**src/rtl/clk_divider.sv**
```systemverilog
`timescale 1ns/1ps
// clk_divider: integer clock divider; odd ratios stretch the high phase by a
// falling-edge stage so the duty cycle is exactly 50 % in time.
module clk_divider #(
  parameter int DIV = 10,
  parameter int CW = $clog2(DIV)
) (
  input  logic ClkIn,
  input  logic rst,
  output logic ClkOut
);
  logic [CW-1:0] cnt, cntNext;
  logic p, n, armed, armedNext;
  if (DIV < 2) begin : gBadDiv
    $error("clk_divider: DIV must be at least 2");
  end
  // output stays low until the first wrap so the first rise lands on edge DIV
  always_comb begin
    cntNext = (cnt == CW'(DIV - 1)) ? '0 : cnt + CW'(1);
    armedNext = armed | (cntNext == '0);
  end
  always_ff @(posedge ClkIn or negedge rst) begin
    if (!rst) begin
      cnt <= '0;
      p <= 1'b0;
      armed <= 1'b0;
    end else begin
      cnt <= cntNext;
      p <= armedNext && (cntNext < CW'(DIV / 2));
      armed <= armedNext;
    end
  end
  if (DIV % 2 == 1) begin : gOdd
    always_ff @(negedge ClkIn or negedge rst) begin
      if (!rst) n <= 1'b0;
      else n <= p;
    end
  end else begin : gEven
    assign n = 1'b0;
  end
  assign ClkOut = p | n;
endmodule

```
**config.mk**
```make
export PLATFORM = sky130hd
export DESIGN_NAME = clk_divider
export DESIGN_NICKNAME = d
export VERILOG_FILES = /design/src/rtl/clk_divider.sv
export SDC_FILE = /design/constraint.sdc
export NUM_CORES = 1
export LEC_CHECK = 0
export BUFFER_PORTS_ARGS = -buffer_cell sky130_fd_sc_hd__buf_2
export CAP_MARGIN = 20
export CELL_PAD_IN_SITES_DETAIL_PLACEMENT = 0
export CELL_PAD_IN_SITES_GLOBAL_PLACEMENT = 1
export CORE_AREA = 2 2 39 41
export CTS_CLUSTER_DIAMETER = 150
export CTS_CLUSTER_SIZE = 10
export DETAILED_ROUTE_END_ITERATION = 16
export DIE_AREA = 0 0 41 43
export MAX_ROUTING_LAYER = met4
export PLACE_DENSITY = 0.44
export SLEW_MARGIN = 20
export SYNTH_ARGS = -nofsm -noshare
export SYNTH_HDL_FRONTEND = slang
export SYNTH_SLANG_ARGS = --single-unit
```
**constraint.sdc**
```tcl
create_clock -name ClkIn -period 1.5 [get_ports ClkIn]
set_clock_uncertainty 0.05 [all_clocks]
set_input_delay 0.3 -clock ClkIn [delete_from_list [all_inputs] [get_ports ClkIn]]
set_output_delay 0.3 -clock ClkIn [all_outputs]
set_load 0.01 [all_outputs]
```
Word-level counts from Yosys, hierarchy flattened. Index checks and enable logic that the tools add are counted.

Register bits after elaboration: 6. Input port bits: 2. Output and inout port bits: 1. Word-level logic and storage cells: 10.

$add $sub $neg: 1. Order comparisons: 1. Equality and inequality tests: 1. Muxes and demuxes: 1. Bitwise logic cells: 1. Reduce and logical (&&, ||, !) cells: 2.

Operators by type and width (count): adder 4 x 1 -> 4 bit, second input constant (1); == test 4 bit, second input constant (1); logical NOT 4 bit (1); < comparator 4 x 3 -> 1 bit, second input constant (1); 2-to-1 mux 4 bit (1); logical AND 1 bit (1); OR 1 bit (1).

Longest topological paths before layout. Gate-level depths: netlist (run 1).

Word-level depth: 5. Mapped depth: 3. Depth with buffers taken out: 3.

Least setup slack after synthesis (run 1). No wires, ideal clock.

Kind: register to register. From: register cnt[0]. To: register cnt[3]. Library setup time: 0.121 ns. Arrival: 0.774 ns. Data required time: 1.329 ns. Setup slack: 0.555 ns. Stages on the path, launching flop included: 4. Buffers on the path: 0. Period minus slack after synthesis: 0.945 ns. Cells stage by stage: dfrtp_1 -> nand2_1 -> mux2i_1 -> a22o_1.

Cells in the longest elaborated chain, start to end: 2. Elaborated cells on any way between the ends: 3. Those cells by class: 1 x add/sub; 1 x eq/ne; 1 x mux.

RTL lines: from (decl) (line 12) `logic [CW-1:0] cnt, cntNext;`; from (signal assigned) (line 28) `cnt <= cntNext;`; adder 4 x 1 -> 4 bit or == test 4 bit (tied branches) (line 19) `cntNext = (cnt == CW'(DIV - 1)) ? '0 : cnt + CW'(1);`; 2-to-1 mux 4 bit * (line 19); named net cntNext[3] (line 12).

Mark *: on every way through the listed nets, which the timed path passes. The rest lies on a longest branch.

Worst setup path after layout (run 1).
From: register p (netlist: ClkOut). To: output port ClkOut.

RTL lines: from (decl) (line 13) `logic p, n, armed, armedNext;`; from (signal assigned) (line 29) `p <= armedNext && (cntNext < CW'(DIV / 2));`; to (decl) (line 10) `output logic ClkOut`.

No word-level cell between the ends.

==> results of run 1 <==
kinds of logic after synthesis:
logic type                Yosys count  synth area share
AOI/OAI and AO/OA                   3            0.0777
DFF                                 6             0.622
muxes                               1            0.0415
and+or+nand+nor                     8             0.155
buffers and inverters               2            0.0311
xor gates and xnor gates            2            0.0726
cells in the final DEF, fill, tap and decap left out:
cell and instances:
dfrtp_1 6, nand2b_1 2, inv_1 2, mux2i_1 1, dlygate4sd3_1 1, clkbuf_4 3
a22o_1 1, nor2_1 1, nand2_1 3, o21ai_0 2, nand3_1 2, buf_2 2
xnor2_1 2
stage by stage:
stage,worst slack [ps],std cells
5_1_grt,400,44
4_1_cts,423,44
6_report,437,44
2_1_floorplan,555,22
3_3_place_gp,509,40
3_5_place_dp,503,40
flip-flops by register name, indices dropped and copies added (netlist names):
signal,count
ClkOut,1
armed,1
cnt,4
routing by layer:
layer,GRT usage,up-vias
met5,-,-
met4,0.0400,0
met3,0.0471,0
met2,0.0625,3
met1,0.0888,71
li1,-,84
power breakdown:
group          internal, mW  total [mW]  switching [mW]  leakage, nW
combinational       0.00265     0.00583         0.00318       0.0642
sequential            0.162       0.162               0       0.0699
clock                0.0902       0.144          0.0536       0.0138
total                 0.255       0.312          0.0568        0.148
cell usage after synthesis, drive strengths merged:
library cell / instances / area, sq um
nand3: 2 / 10.0
xnor2: 2 / 17.5
a22o: 1 / 8.76
nand2: 3 / 11.3
inv: 2 / 7.51
nand2b: 2 / 12.5
nor2: 1 / 3.75
o21ai: 2 / 10.0
dfrtp: 6 / 150
mux2i: 1 / 10.0
final cells by class:
| class | instances | area [sq um] | share of cell area |
|---|---|---|---|
| sequential | 6 | 150 | 0.494 |
| multi-input combinational | 14 | 83.8 | 0.276 |
| clock buffer | 3 | 22.5 | 0.0741 |
| timing repair buffer | 3 | 20.0 | 0.0658 |
| tap | 16 | 20.0 | 0.0658 |
| inverter | 2 | 7.51 | 0.0247 |
worst max path at each step:
stage          cells after the start  startpoint      to  slack (ps)
6_report                           1      ClkOut  ClkOut         440
5_1_grt                            1      ClkOut  ClkOut         400
4_1_cts                            1      ClkOut  ClkOut         420
3_5_place_dp                       3      cnt[0]  cnt[3]         500
3_3_place_gp                       3      cnt[0]  cnt[3]         510
2_1_floorplan                      3      cnt[0]  cnt[3]         560
==> run_results.csv, run 1 <==
group,metric,value,unit
outcome,run_status,"finished, final reports clean",
worst_setup_path,crit_chain,"buf_2",
global_route,first_global_vias,154,
synth,avgSynthCellArea,11.0,sq um
sta,rsz0062_at_grt,"no",
worst_setup_path,cp.arrival,710,ps
synth,syn_nets,24,
worst_setup_path,path_delay_family,"flip-flops",
sta,timing.slew.headroom,0.861,
cells_and_area,drive_gt1_frac,0.179,
worst_hold_path,hold_class,"in2async",
drt,routed.top_layer,"met3",
clocking,clk_latency,240,ps
die,fp.dieW,41,microns
die,core,1380,sq um
placement,port_buffers,2,
clocking,hold_buffers,1,
worst_setup_path,crit-reg2reg-launch,"cnt[0]",
pwr,p_leak,0.148,nW
drt,drc,0,
drt,route.met2.wl,152,microns
sta,setup_viol,0,
clocking,root_buffer,"clkbuf_4",
global_route,grt_usage,0.0642,
worst_setup_path,setup.worst_path.start_class,"register",
sta,finalMaxSlewViolations,0,
clocking,cts_tree,"done",
pwr,power,312,uW
clocking,htree_levels,1,
clocking,ctsLongestPathBuffers,2,
global_route,grt_pass1_wl,676,microns
die,rows,14,
run,max_cap_viol_count,0,
worst_setup_path,reg2regPathDepth,3,
drt,wl_met3,28,microns
die,die_area,1760,sq um
clocking,cts_setup_buffers,0,
pwr,ir_worst_vdd,0.467,mV
cells_and_area,diodes,0,
sta,setup-tns-final,0,ps
synth,syn_area,241,sq um
drt,viasPerCell,3.59,
clocking,clock-sinks,6,
die,io_pins,3,
clocking,path_clk_slew,40,ps
sta,worst_hold_slack,359,ps
worst_setup_path,critical_path_class,"reg2out",
sta,period_share,0.709,
drt,drtIter0Drc,5,
clocking,numCtsBuffers,3,
clocking,cts_resized,0,
placement,dpl.hpwl,275,microns
sta,period_needed,1060,ps
drt,met1Wirelength,174,microns
drt,drtAntennaViolNets,0,
cells_and_area,final_cell_area,304,sq um
synth,ys_ff_latch,6,
synth,seq_area_frac_synth,0.622,
drt,drt-total-wl,356,microns
cells_and_area,nets,32,
sta,fmax,940,MHz
placement,gp_routability_congestion,0.733,
die,start_util,0.175,
drt,first_pass_iters,2,
worst_setup_path,required,1150,ps
sta,tightest_slew,208,ps
synth,yosysWarnings,0,
pwr,p_per_area,1030,nW/um^2
drt,wl_per_cell,8.09,microns
worst_setup_path,cp_max_fo,1,
cells_and_area,fin_util,0.220,
synth,ys_types,10,
global_route,antenna_found_initial,0,
placement,placedInstanceArea,272,sq um
sta,hold_viol_final,0,
global_route,grt_max_degree,7,
drt,vias,158,
cells_and_area,fillers,153,
worst_setup_path,worst-path-buf-inv,1,
cells_and_area,area_growth,25.9,%
global_route,globalRoute.totalOverflow,0,
worst_setup_path,slowest_delay,340,ps
worst_setup_path,reg2reg_slack,500,ps
die,fp.dieH,43,microns
worst_setup_path,cp-end-kind,"primary output",
synth,synthCells,22,
worst_setup_path,r2r-end,"cnt[3]",
worst_setup_path,cp_slowest_cell,"dfrtp_1",
Note: power is estimated with default switching activity, not from simulation.
==> inputs of run 2 (changes only) <==
clock period = 1.1 ns   (was 1.5 ns; I/O delays follow)
==> run_results.csv, run 2 (synthesis results as in run 1) <==
group,metric,value,unit
outcome,run_status,"finished, final reports clean",
cells_and_area,final_cell_mix,"6 x dfrtp_1, 3 x nand2_1, 3 x clkbuf_4",
die,fp.dieW,41,microns
drt,drtAntennaViolNets,0,
cells_and_area,diodes,0,
cells_and_area,final_cell_area,304,sq um
sta,finalMaxSlewViolations,0,
clocking,cts_setup_buffers,0,
cells_and_area,largest_register_ffs,4,
placement,dpl.hpwl,291,microns
sta,setup_viol,0,
pwr,p_per_area,1400,nW/um^2
drt,drc,0,
sta,tightest_slew,218,ps
cells_and_area,fillers,146,
cells_and_area,regArea,150,sq um
cells_and_area,nets,32,
run,max_cap_viol_count,0,
worst_setup_path,slowest_delay,420,ps
worst_setup_path,path_delay_family,"flip-flops",
worst_setup_path,cp_max_fo,6,
pwr,p_switching,78.1,uW
global_route,antenna_found_initial,0,
cells_and_area,regMostFlops,"cnt",
worst_setup_path,reg2reg_slack,90,ps
die,start_util,0.175,
worst_setup_path,cp-end-kind,"register",
sta,rsz0062_at_grt,"no",
pwr,ir_worst_vdd,0.325,mV
worst_setup_path,cp.arrival,1090,ps
global_route,grt_pass1_wl,696,microns
die,io_pins,3,
sta,setup-tns-final,0,ps
placement,placedInstanceArea,272,sq um
global_route,first_global_vias,164,
pwr,pwr-share-clk,0.461,
placement,dp.cells,40,
sta,timing.slew.headroom,0.855,
clocking,hold_buffers,1,
worst_setup_path,r2r-end,"cnt[3]",
worst_setup_path,setup.worst_path.start_class,"register",
pwr,internal_power,348,uW
global_route,globalRoute.totalOverflow,0,
placement,place_ws,92.9,ps
pwr,seq_power_share,0.520,
cells_and_area,fin_cells,44,
sta,hold_viol_final,0,
clocking,cts_resized,0,
worst_setup_path,critical_path_class,"reg2reg",
clocking,htree_levels,1,
cells_and_area,multi_input_area,83.8,sq um
cells_and_area,fin_util,0.220,
die,die_area,1760,sq um
worst_setup_path,crit_chain,"nand2_1, mux2i_1, a22o_1",
sta,fmax,986,MHz
pwr,swShare,0.183,
drt,drtIter0Drc,3,
cells_and_area,area_growth,25.9,%
worst_hold_path,hold_class,"in2async",
worst_setup_path,crit-reg2reg-launch,"cnt[0]",
drt,wl_per_cell,9.09,microns
worst_setup_path,required,1170,ps
sta,period_share,0.922,
clocking,root_buffer,"clkbuf_4",
worst_setup_path,reg2regPathDepth,3,
global_route,grt_max_degree,7,
drt,first_pass_iters,2,
die,rows,14,
global_route,grt_usage,0.0704,
drt,drt-total-wl,400,microns
worst_setup_path,cp_slowest_cell,"dfrtp_1",
pwr,p_leak,0.148,nW
clocking,ctsLongestPathBuffers,2,
pwr,p_comb_frac,0.019,
worst_setup_path,worst-path-buf-inv,0,
die,core,1380,sq um
clocking,numCtsBuffers,3,
drt,viasPerCell,3.64,
clocking,cts_tree,"done",
clocking,clk_latency,240,ps
clocking,clock-sinks,6,
sta,period_needed,1010,ps
cells_and_area,mostFrequentLayoutCell,"dfrtp_1",
placement,gp_routability_congestion,0.748,
cells_and_area,drive_gt1_frac,0.179,
clocking,path_clk_slew,40,ps
placement,port_buffers,2,
drt,vias,160,
die,fp.dieH,43,microns
sta,setup_slack,85.4,ps
## run 2: cell counts in the layout (fill, tap and decap cells not counted)
Identical to the previous run, type by type.
## run 2: worst max-delay path by stage
stage,cells after the start,slack (ps),end,start
finish,3,90,cnt[3],cnt[0]
CTS,3,80,cnt[3],cnt[0]
global route,3,30,cnt[3],cnt[0]
detailed placement,3,90,cnt[3],cnt[0]
global placement,3,100,cnt[3],cnt[0]
floorplan,3,160,cnt[3],cnt[0]
## run 2: cell type report
type / count / area share
timing repair buffer: 3 / 0.0658
inverter: 2 / 0.0247
multi-input combinational: 14 / 0.276
clock buffer: 3 / 0.0741
sequential: 6 / 0.494
tap: 16 / 0.0658
## run 2: power groups by stage
stage / clock, mW / combinational (mW) / sequential (mW)
finish: 0.197 / 0.00819 / 0.222
global route: 0.230 / 0.00957 / 0.221
CTS: 0.209 / 0.00882 / 0.221
detailed placement: 0 / 0.00607 / 0.225
global placement: 0 / 0.00580 / 0.225
floorplan: 0 / 0.0000000504 / 0.225
## run 2: metal layers
metal,wire [microns],part of all wire,vias up,GRT usage
met5,0,0,-,-
li1,-,-,86,-
met3,29,0.073,0,0.0471
met2,184,0.46,3,0.0781
met1,186,0.47,71,0.0721
met4,0,0,0,0.0800
## run 2: per-stage QoR
step	hold WS (ps)	power, mW
2_1_floorplan	-126	0.225
3_3_place_gp	1.50	0.231
3_5_place_dp	5.13	0.231
4_1_cts	284	0.439
5_1_grt	286	0.460
6_report	283	0.426
